===== src/rtl/m_unit_sequencer_pkg.sv =====
// ---------------------------------------------------------------------------
// m_unit_sequencer_pkg
//   Shared definitions for the RV32M sequencer: func3 encodings, FSM state
//   encoding and small func3 decode helpers.
// ---------------------------------------------------------------------------
package m_unit_sequencer_pkg;

  localparam logic [2:0] FUNC3_MUL    = 3'b000;
  localparam logic [2:0] FUNC3_MULH   = 3'b001;
  localparam logic [2:0] FUNC3_MULHSU = 3'b010;
  localparam logic [2:0] FUNC3_MULHU  = 3'b011;
  localparam logic [2:0] FUNC3_DIV    = 3'b100;
  localparam logic [2:0] FUNC3_DIVU   = 3'b101;
  localparam logic [2:0] FUNC3_REM    = 3'b110;
  localparam logic [2:0] FUNC3_REMU   = 3'b111;

  typedef enum logic [1:0] {
    M_ST_IDLE = 2'b00,
    M_ST_MUL  = 2'b01,
    M_ST_DIV  = 2'b10,
    M_ST_DONE = 2'b11
  } m_state_e;

  // func3[2] separates the divide class (DIV/DIVU/REM/REMU) from multiplies
  function automatic logic is_div_class(input logic [2:0] f3);
    return f3[2];
  endfunction

  // DIV and REM are the signed divide-class ops (func3[0] clear)
  function automatic logic is_signed_div(input logic [2:0] f3);
    return f3[2] & ~f3[0];
  endfunction

endpackage


===== src/rtl/m_unit_sequencer_if.sv =====
// ---------------------------------------------------------------------------
// m_unit_sequencer_if
//   EX-stage <-> M-unit connection.
//   master (EX stage): drives ex_m_valid, ex_func3, ex_rs1, ex_rs2, flush;
//                      observes m_stall, m_result, m_result_valid, m_busy.
//   slave  (M unit)  : the reverse.
// ---------------------------------------------------------------------------
interface m_unit_sequencer_if #(parameter int XLEN = 32);

  logic            ex_m_valid;
  logic [2:0]      ex_func3;
  logic [XLEN-1:0] ex_rs1;
  logic [XLEN-1:0] ex_rs2;
  logic            flush;
  logic            m_stall;
  logic [XLEN-1:0] m_result;
  logic            m_result_valid;
  logic            m_busy;

  modport master (
    output ex_m_valid, ex_func3, ex_rs1, ex_rs2, flush,
    input  m_stall, m_result, m_result_valid, m_busy
  );

  modport slave (
    input  ex_m_valid, ex_func3, ex_rs1, ex_rs2, flush,
    output m_stall, m_result, m_result_valid, m_busy
  );

endinterface


===== src/rtl/m_div_iter.sv =====
// ---------------------------------------------------------------------------
// m_div_iter
//   Unsigned XLEN-bit restoring divider, one quotient bit per step.
//   clk, rst_n       : clock, asynchronous active-low reset
//   load             : capture dividend/divisor, clear partial remainder
//   step             : commit one shift/subtract step
//   dividend/divisor : unsigned magnitudes
//   quotient/remainder : values after this cycle's step (combinational), so
//                        the owner can capture the final result on the same
//                        edge that commits the last step.
// ---------------------------------------------------------------------------
module m_div_iter #(
  parameter int XLEN = 32
) (
  input  logic            clk,
  input  logic            rst_n,
  input  logic            load,
  input  logic            step,
  input  logic [XLEN-1:0] dividend,
  input  logic [XLEN-1:0] divisor,
  output logic [XLEN-1:0] quotient,
  output logic [XLEN-1:0] remainder
);

  logic [XLEN-1:0] quo_r;
  logic [XLEN-1:0] rem_r;
  logic [XLEN-1:0] dvs_r;
  logic [XLEN:0]   shifted_s;
  logic [XLEN:0]   diff_s;

  // One restoring step: shift next dividend bit in, trial-subtract divisor.
  // The partial remainder is below 2*divisor, so XLEN+1 bits hold it and the
  // top bit of the difference is the borrow.
  always_comb begin
    shifted_s = {rem_r, quo_r[XLEN-1]};
    diff_s    = shifted_s - {1'b0, dvs_r};
    if (!diff_s[XLEN]) begin
      quotient  = {quo_r[XLEN-2:0], 1'b1};
      remainder = diff_s[XLEN-1:0];
    end else begin
      quotient  = {quo_r[XLEN-2:0], 1'b0};
      remainder = shifted_s[XLEN-1:0];
    end
  end

  // Divider state: quotient bits shift in as dividend bits shift out
  always_ff @(posedge clk or negedge rst_n) begin
    if (!rst_n) begin
      quo_r <= {XLEN{1'b0}};
      rem_r <= {XLEN{1'b0}};
      dvs_r <= {XLEN{1'b0}};
    end else if (load) begin
      quo_r <= dividend;
      rem_r <= {XLEN{1'b0}};
      dvs_r <= divisor;
    end else if (step) begin
      quo_r <= quotient;
      rem_r <= remainder;
    end else begin
      quo_r <= quo_r;
      rem_r <= rem_r;
      dvs_r <= dvs_r;
    end
  end

endmodule


===== src/rtl/m_unit_sequencer.sv =====
// ---------------------------------------------------------------------------
// m_unit_sequencer
//   RV32M sequencer in EX: fixed-latency multiply, iterative radix-2 divide.
//   clk   : clock, rising edge
//   rst_n : asynchronous active-low reset
//   bus   : m_unit_sequencer_if.slave (ex_m_valid, ex_func3, ex_rs1, ex_rs2,
//           flush in; m_stall, m_result, m_result_valid, m_busy out)
//   Parameters: XLEN (operand width), MUL_CYCLES (accept-to-result, >=1).
//   Optional macro M_DIV_REUSE_EN: remember the last full divide's operands
//   and both results so DIV/REM (or DIVU/REMU) pairs finish in 2 cycles.
// ---------------------------------------------------------------------------
module m_unit_sequencer
  import m_unit_sequencer_pkg::*;
#(
  parameter int XLEN       = 32,
  parameter int MUL_CYCLES = 2
) (
  input  logic                  clk,
  input  logic                  rst_n,
  m_unit_sequencer_if.slave     bus
);

  localparam int CNT_MAX = (XLEN > MUL_CYCLES) ? XLEN : MUL_CYCLES;
  localparam int CNT_W   = $clog2(CNT_MAX + 1);
  localparam logic [CNT_W-1:0] CNT_ZERO     = {CNT_W{1'b0}};
  localparam logic [CNT_W-1:0] CNT_ONE      = {{(CNT_W-1){1'b0}}, 1'b1};
  localparam logic [CNT_W-1:0] CNT_MUL_INIT = CNT_W'(MUL_CYCLES - 1);
  localparam logic [CNT_W-1:0] CNT_DIV_INIT = CNT_W'(XLEN - 1);
  localparam logic [XLEN-1:0]  INT_MIN      = {1'b1, {(XLEN-1){1'b0}}};

  m_state_e        state_r, state_s;
  logic [CNT_W-1:0] count_r, count_s;
  logic [2:0]      func3_r;
  logic [XLEN-1:0] rs1_r, rs2_r;
  logic            q_neg_r, r_neg_r;
  logic [XLEN-1:0] result_r, result_s;
  logic            latch_s, div_load_s, div_step_s;
  logic            accept_s, sdiv_in_s, ovf_in_s, reuse_hit_s;
  logic [XLEN-1:0] reuse_result_s;
  logic [XLEN-1:0] div_dvd_s, div_dvs_s, div_quo_s, div_rem_s;
  logic [XLEN-1:0] fix_quo_s, fix_rem_s;

  // Full 2*XLEN product with per-op operand signedness, low or high half
  function automatic logic [XLEN-1:0] mul_result(input logic [2:0] f3,
                                                 input logic [XLEN-1:0] a,
                                                 input logic [XLEN-1:0] b);
    logic            a_sgn, b_sgn;
    logic [2*XLEN-1:0] a_ext, b_ext, prod;
    a_sgn = (f3 == FUNC3_MULH) || (f3 == FUNC3_MULHSU);
    b_sgn = (f3 == FUNC3_MULH);
    a_ext = {{XLEN{a_sgn & a[XLEN-1]}}, a};
    b_ext = {{XLEN{b_sgn & b[XLEN-1]}}, b};
    prod  = a_ext * b_ext;
    return (f3 == FUNC3_MUL) ? prod[XLEN-1:0] : prod[2*XLEN-1:XLEN];
  endfunction

  // Two's-complement magnitude/negation helper
  function automatic logic [XLEN-1:0] neg_if(input logic [XLEN-1:0] v, input logic neg);
    return neg ? (~v + {{(XLEN-1){1'b0}}, 1'b1}) : v;
  endfunction

  assign accept_s  = bus.ex_m_valid && !bus.flush;
  assign sdiv_in_s = is_signed_div(bus.ex_func3);
  assign ovf_in_s  = sdiv_in_s && (bus.ex_rs1 == INT_MIN) && (&bus.ex_rs2);
  assign div_dvd_s = neg_if(bus.ex_rs1, sdiv_in_s & bus.ex_rs1[XLEN-1]);
  assign div_dvs_s = neg_if(bus.ex_rs2, sdiv_in_s & bus.ex_rs2[XLEN-1]);
  assign fix_quo_s = neg_if(div_quo_s, q_neg_r);
  assign fix_rem_s = neg_if(div_rem_s, r_neg_r);

  m_div_iter #(.XLEN(XLEN)) u_div (
    .clk       (clk),
    .rst_n     (rst_n),
    .load      (div_load_s),
    .step      (div_step_s),
    .dividend  (div_dvd_s),
    .divisor   (div_dvs_s),
    .quotient  (div_quo_s),
    .remainder (div_rem_s)
  );

`ifdef M_DIV_REUSE_EN
  logic            tag_valid_r, tag_signed_r, tag_set_s, tag_clear_s;
  logic [XLEN-1:0] tag_rs1_r, tag_rs2_r, tag_quo_r, tag_rem_r;

  assign reuse_hit_s    = tag_valid_r && is_div_class(bus.ex_func3) &&
                          (tag_rs1_r == bus.ex_rs1) && (tag_rs2_r == bus.ex_rs2) &&
                          (tag_signed_r == sdiv_in_s);
  assign reuse_result_s = bus.ex_func3[1] ? tag_rem_r : tag_quo_r;
  assign tag_set_s      = (state_r == M_ST_DIV) && !bus.flush && (count_r == CNT_ZERO);
  // A fresh divide start (non-hit) or an aborted divide drops the tag
  assign tag_clear_s    = ((state_r == M_ST_IDLE) && accept_s &&
                           is_div_class(bus.ex_func3) && !reuse_hit_s) ||
                          ((state_r == M_ST_DIV) && bus.flush);

  // Reuse tag and both results of the last completed full-path divide
  always_ff @(posedge clk or negedge rst_n) begin
    if (!rst_n) begin
      tag_valid_r  <= 1'b0;
      tag_signed_r <= 1'b0;
      tag_rs1_r    <= {XLEN{1'b0}};
      tag_rs2_r    <= {XLEN{1'b0}};
      tag_quo_r    <= {XLEN{1'b0}};
      tag_rem_r    <= {XLEN{1'b0}};
    end else if (tag_set_s) begin
      tag_valid_r  <= 1'b1;
      tag_signed_r <= is_signed_div(func3_r);
      tag_rs1_r    <= rs1_r;
      tag_rs2_r    <= rs2_r;
      tag_quo_r    <= fix_quo_s;
      tag_rem_r    <= fix_rem_s;
    end else if (tag_clear_s) begin
      tag_valid_r  <= 1'b0;
    end else begin
      tag_valid_r  <= tag_valid_r;
    end
  end
`else
  assign reuse_hit_s    = 1'b0;
  assign reuse_result_s = {XLEN{1'b0}};
`endif

  // Next-state, counter and result selection
  always_comb begin
    state_s    = state_r;
    count_s    = count_r;
    result_s   = result_r;
    latch_s    = 1'b0;
    div_load_s = 1'b0;
    div_step_s = 1'b0;
    case (state_r)
      M_ST_IDLE: begin
        if (accept_s) begin
          latch_s = 1'b1;
          if (!is_div_class(bus.ex_func3)) begin
            if (MUL_CYCLES == 1) begin
              state_s  = M_ST_DONE;
              result_s = mul_result(bus.ex_func3, bus.ex_rs1, bus.ex_rs2);
            end else begin
              state_s = M_ST_MUL;
              count_s = CNT_MUL_INIT;
            end
          end else if (reuse_hit_s) begin
            state_s  = M_ST_DONE;
            result_s = reuse_result_s;
          end else if (bus.ex_rs2 == {XLEN{1'b0}}) begin
            state_s  = M_ST_DONE;
            result_s = bus.ex_func3[1] ? bus.ex_rs1 : {XLEN{1'b1}};
          end else if (ovf_in_s) begin
            state_s  = M_ST_DONE;
            result_s = bus.ex_func3[1] ? {XLEN{1'b0}} : bus.ex_rs1;
          end else begin
            state_s    = M_ST_DIV;
            count_s    = CNT_DIV_INIT;
            div_load_s = 1'b1;
          end
        end else begin
          state_s = M_ST_IDLE;
        end
      end
      M_ST_MUL: begin
        // Result registers when the decremented count reaches zero, giving
        // MUL_CYCLES cycles from accept to the result cycle.
        if (bus.flush) begin
          state_s = M_ST_IDLE;
          count_s = CNT_ZERO;
        end else if (count_r == CNT_ONE) begin
          state_s  = M_ST_DONE;
          count_s  = CNT_ZERO;
          result_s = mul_result(func3_r, rs1_r, rs2_r);
        end else begin
          count_s = count_r - CNT_ONE;
        end
      end
      M_ST_DIV: begin
        if (bus.flush) begin
          state_s = M_ST_IDLE;
          count_s = CNT_ZERO;
        end else if (count_r == CNT_ZERO) begin
          div_step_s = 1'b1;
          state_s    = M_ST_DONE;
          result_s   = func3_r[1] ? fix_rem_s : fix_quo_s;
        end else begin
          div_step_s = 1'b1;
          count_s    = count_r - CNT_ONE;
        end
      end
      M_ST_DONE: begin
        state_s = M_ST_IDLE;
      end
      default: begin
        state_s = M_ST_IDLE;
        count_s = CNT_ZERO;
      end
    endcase
  end

  // FSM, counter, latched operands and result register
  always_ff @(posedge clk or negedge rst_n) begin
    if (!rst_n) begin
      state_r  <= M_ST_IDLE;
      count_r  <= CNT_ZERO;
      func3_r  <= 3'b000;
      rs1_r    <= {XLEN{1'b0}};
      rs2_r    <= {XLEN{1'b0}};
      q_neg_r  <= 1'b0;
      r_neg_r  <= 1'b0;
      result_r <= {XLEN{1'b0}};
    end else begin
      state_r  <= state_s;
      count_r  <= count_s;
      result_r <= result_s;
      if (latch_s) begin
        func3_r <= bus.ex_func3;
        rs1_r   <= bus.ex_rs1;
        rs2_r   <= bus.ex_rs2;
        q_neg_r <= sdiv_in_s & (bus.ex_rs1[XLEN-1] ^ bus.ex_rs2[XLEN-1]);
        r_neg_r <= sdiv_in_s & bus.ex_rs1[XLEN-1];
      end else begin
        func3_r <= func3_r;
      end
    end
  end

  // Stall is gated by reset so every output reads zero while rst_n is low
  assign bus.m_stall        = rst_n && (((state_r == M_ST_IDLE) && accept_s) ||
                                        (state_r == M_ST_MUL) || (state_r == M_ST_DIV));
  assign bus.m_result       = result_r;
  assign bus.m_result_valid = (state_r == M_ST_DONE);
  assign bus.m_busy         = (state_r != M_ST_IDLE);

endmodule

===== src/flat_wrapper.sv =====
// flat-port wrapper written by rule: the top's interface ports become plain ports
module m_unit_sequencer_flat import m_unit_sequencer_pkg::*;
#(
  parameter int XLEN       = 32,
  parameter int MUL_CYCLES = 2
)
  (clk, rst_n, bus_ex_m_valid, bus_ex_func3, bus_ex_rs1, bus_ex_rs2, bus_flush, bus_m_stall, bus_m_result, bus_m_result_valid, bus_m_busy);
  m_unit_sequencer_if #(.XLEN(XLEN)) bus_i ();
  input  logic clk;
  input  logic rst_n;
  input wire logic [$bits(bus_i.ex_m_valid)-1:0] bus_ex_m_valid;
  input wire logic [$bits(bus_i.ex_func3)-1:0] bus_ex_func3;
  input wire logic [$bits(bus_i.ex_rs1)-1:0] bus_ex_rs1;
  input wire logic [$bits(bus_i.ex_rs2)-1:0] bus_ex_rs2;
  input wire logic [$bits(bus_i.flush)-1:0] bus_flush;
  output wire logic [$bits(bus_i.m_stall)-1:0] bus_m_stall;
  output wire logic [$bits(bus_i.m_result)-1:0] bus_m_result;
  output wire logic [$bits(bus_i.m_result_valid)-1:0] bus_m_result_valid;
  output wire logic [$bits(bus_i.m_busy)-1:0] bus_m_busy;
  assign bus_i.ex_m_valid = bus_ex_m_valid;
  assign bus_i.ex_func3 = bus_ex_func3;
  assign bus_i.ex_rs1 = bus_ex_rs1;
  assign bus_i.ex_rs2 = bus_ex_rs2;
  assign bus_i.flush = bus_flush;
  assign bus_m_stall = bus_i.m_stall;
  assign bus_m_result = bus_i.m_result;
  assign bus_m_result_valid = bus_i.m_result_valid;
  assign bus_m_busy = bus_i.m_busy;
  m_unit_sequencer #(.XLEN(XLEN), .MUL_CYCLES(MUL_CYCLES)) u_core (.clk(clk), .rst_n(rst_n), .bus(bus_i));
endmodule

===== config.mk =====
export PLATFORM = sky130hd
export DESIGN_NAME = m_unit_sequencer_flat
export DESIGN_NICKNAME = d
export VERILOG_FILES = /design/src/rtl/m_unit_sequencer_pkg.sv /design/src/rtl/m_unit_sequencer_if.sv /design/src/rtl/m_div_iter.sv /design/src/rtl/m_unit_sequencer.sv /design/src/flat_wrapper.sv
export SDC_FILE = /design/constraint.sdc
export NUM_CORES = 2
export LEC_CHECK = 0
export BUFFER_PORTS_ARGS = -buffer_cell sky130_fd_sc_hd__buf_2
export CELL_PAD_IN_SITES_DETAIL_PLACEMENT = 0
export CELL_PAD_IN_SITES_GLOBAL_PLACEMENT = 2
export CORE_UTILIZATION = 45
export DETAILED_ROUTE_END_ITERATION = 8
export GPL_ROUTABILITY_DRIVEN = 1
export PLACE_DENSITY = 0.95
export RECOVER_POWER = 50
export SKIP_LAST_GASP = 1
export SLEW_MARGIN = 20
export SYNTH_ARGS = -nofsm -noshare
export SYNTH_HDL_FRONTEND = slang
export SYNTH_SLANG_ARGS = --single-unit

===== constraint.sdc =====
create_clock -name clk -period 25.7 [get_ports clk]
set_input_delay 1.285 -clock clk [delete_from_list [all_inputs] [get_ports clk]]
set_output_delay 1.285 -clock clk [all_outputs]
set_load 0.01 [all_outputs]

==> impl_metrics.json <==
{
  "drc": 0,
  "cp-start-kind": "input port",
  "ff2ff_setup_slack_ps": 15250,
  "die_area_mm2": 0.121,
  "clk_latency_ps": 580,
  "dp_slack_ps": 15320,
  "clock-sinks": 205,
  "yosys.area.top_type": "fa_1",
  "finalClockSkew_ps": 24.7,
  "synthFlopType": "dfrtp_1",
  "grt_pass1_wl_mm": 261,
  "yosys_register_bits": 205,
  "synth_nets": 7704,
  "synth_area_leaders": "fa_1, dfrtp_1, inv_1",
  "cp_num_buf_inv": 2,
  "worstHoldPathCells": 2,
  "place_hpwl_mm": 130,
  "cts_resized": 0,
  "holdBufCountCts": 0,
  "fin_crit_sh_pct": 45.1,
  "setup_viol": 0,
  "synth_compound_area_share_pct": 9.35,
  "synth_top_family_by_area": "adder cells",
  "synth_top_area_share_pct": 42.0,
  "slew_headroom_pct": -476,
  "final.setup.tns_ps": 0,
  "fin_crit_ps": 11600,
  "drt_iter0_markers": 3157,
  "routed_wl_mm": 163,
  "start_util_pct": 45.4,
  "synthXorXnorAreaFrac_pct": 2.96,
  "synthMuxAreaShare_pct": 1.23,
  "via_per_inst": 5.57,
  "ios": 106,
  "min_path_type": "reg2reg",
  "hold_viol_final": 0,
  "r2r-start": "u_core.func3_r[0]",
  "nFillCells": 11500,
  "crit_path_end": "u_core.rs2_r[16]",
  "crit_top_cell": "clkbuf_1",
  "cp_max_fo": 152,
  "yosys.area_share.simple_pct": 17.1,
  "grt_max_degree": 153,
  "status": "complete, but fails checks",
  "drive_gt1_share_pct": 4.81,
  "yosysSeqAreaShare_pct": 9.57,
  "rows": 126,
  "ys_top_cells_by_count": "inv_1, nand2_1, fa_1",
  "rsz0062_at_grt": "false",
  "maxCapViolations": 3,
  "ant_nets": 0,
  "die_width_um": 347,
  "hold_ws_ps": 473,
  "post_drt_wl_per_cell_um": 21.2,
  "yosysWarnings": 0,
  "clk_pin_slew_ps": 60,
  "port_buffers": 105,
  "worstPathRequired_ps": 24200,
  "setup_ws_ps": 14100,
  "yosysMostFrequentCell": "inv_1",
  "violations": "max-capacitance violations, max-slew violations",
  "regToRegEndpoint": "u_core.bus.m_result[29]",
  "numCtsBuffers": 27,
  "end_kind": "asynchronous set/reset pin",
  "reg2regPathDepth": 31,
  "cp_slowest_cell": "clkbuf_1",
  "clockRootBuffer": "clkbuf_16",
  "gp_congestion": 0.947,
  "cts_setup_buffers": 0,
  "synth-edff-count": 0,
  "crit_start": "rst_n",
  "arrival_ps": 10100,
  "first_pass_iters": 6,
  "gr-usage-all-layers_pct": 27.7,
  "syn2layout_area_growth_pct": 5.25,
  "cts_tree": "yes",
  "htreeDepth": 1,
  "cts_buffer_depth": 3,
  "core-area_mm2": 0.118,
  "post_synth_fa_ha_maj_area_fraction_pct": 48.5,
  "crit_cells": 2,
  "grt.overflow.total": 0,
  "vias": 42700,
  "nNetsFinal": 7569,
  "synthCells": 6251,
  "synthDistinctLibCells": 86,
  "critPathTopFamily": "buffers and inverters",
  "slew_violations": 285,
  "antenna_found_initial": 8,
  "dieHeight_um": 347,
  "clock.fmax_mhz": 86.2,
  "syn_avg_cell_area_um2": 8.58,
  "grt_pass1_vias": 44800,
  "crit_chain": "clkbuf_1 -> clkbuf_1",
  "syn_area_mm2": 0.0536,
  "cpPeakStageDelay_ps": 6240,
  "ys_async_sr_fraction_pct": 100,
  "criticalPathCategory": "in2async",
  "worstMarginPinSlew_ps": 8640
}
metal layers:
layer | share of wire [%] | GRT usage [%] | vias up
met5 | 0.025 | 0 | -
met4 | 3.4 | 8.14 | 6
met3 | 5.8 | 2.84 | 264
met2 | 48 | 46.5 | 1350
met1 | 42 | 37.9 | 22300
li1 | - | - | 18900
layout by cell type (no fill, tap or decap), drive strengths merged, types with 21 or more instances in the layout:
cell and count:
nor4 25, o21ai 230, a211oi 57, o31ai 43, a21o 40, clkbuf 41
nand3 48, xor2 71, a31oi 27, maj3 29, nand2 1139, a21oi 164
mux2i 59, buf 195, or4 21, nand4 29, or3 34, o211ai 23
xnor2 110, and2 330, ha 256, nor3 56, inv 1248, dfrtp 205
o21a 21, nor2 216, fa 1126
kinds of logic after synthesis:
family	Yosys count
AND/OR/NAND/NOR	2008
buffers and inverters	1611
adder cells (fa/ha/maj)	1411
AO/OA/AOI/OAI	770
flip-flops	205
XOR/XNOR	181
multiplexers	65
per-stage QoR:
| step | utilization [%] | instance area (µm²) | std cells |
|---|---|---|---|
| after global routing | 47.8 | 56400 | 7675 |
| after CTS | 47.8 | 56500 | 7673 |
| after floorplan | - | 53600 | 6251 |
| final | 47.8 | 56400 | 7675 |
| after detailed placement | 47.0 | 55500 | 7623 |
| after global placement | 47.0 | 55500 | 7623 |
sequential cells by signal, indices dropped and copies added (netlist names):
signal               flops
u_core.state_r           2
u_core.func3_r           3
u_core.q_neg_r           1
u_core.bus.m_result     32
u_core.u_div.quo_r      32
u_core.rs2_r            32
u_core.r_neg_r           1
u_core.rs1_r            32
u_core.u_div.dvs_r      32
u_core.count_r           6
u_core.u_div.rem_r      32
how the worst min path moves through the flow:
| stage | from | end | slack [ps] |
|---|---|---|---|
| after floorplan | u_core.count_r[5] | u_core.count_r[5] | 460 |
| after global placement | u_core.rs1_r[8] | u_core.rs1_r[8] | 460 |
| after detailed placement | u_core.rs1_r[21] | u_core.rs1_r[21] | 460 |
| after CTS | u_core.rs1_r[21] | u_core.rs1_r[21] | 480 |
| after global routing | u_core.rs1_r[7] | u_core.rs1_r[7] | 500 |
| final | u_core.rs1_r[8] | u_core.rs1_r[8] | 470 |
layout make-up:
class | count | area (µm²) | area share, %
Antenna cell | 2 | 5.00 | 0.00887
Clock buffer | 37 | 753 | 1.33
Clock inverter | 13 | 246 | 0.437
Inverter | 1248 | 4680 | 8.30
Multi-Input combinational cell | 4435 | 42500 | 75.3
Sequential cell | 205 | 5130 | 9.09
Tap cell | 1536 | 1920 | 3.40
Timing Repair Buffer | 199 | 1220 | 2.16
Power is not shown: default switching activity piles up to over one toggle a cycle in this logic, so the estimate is an artifact.
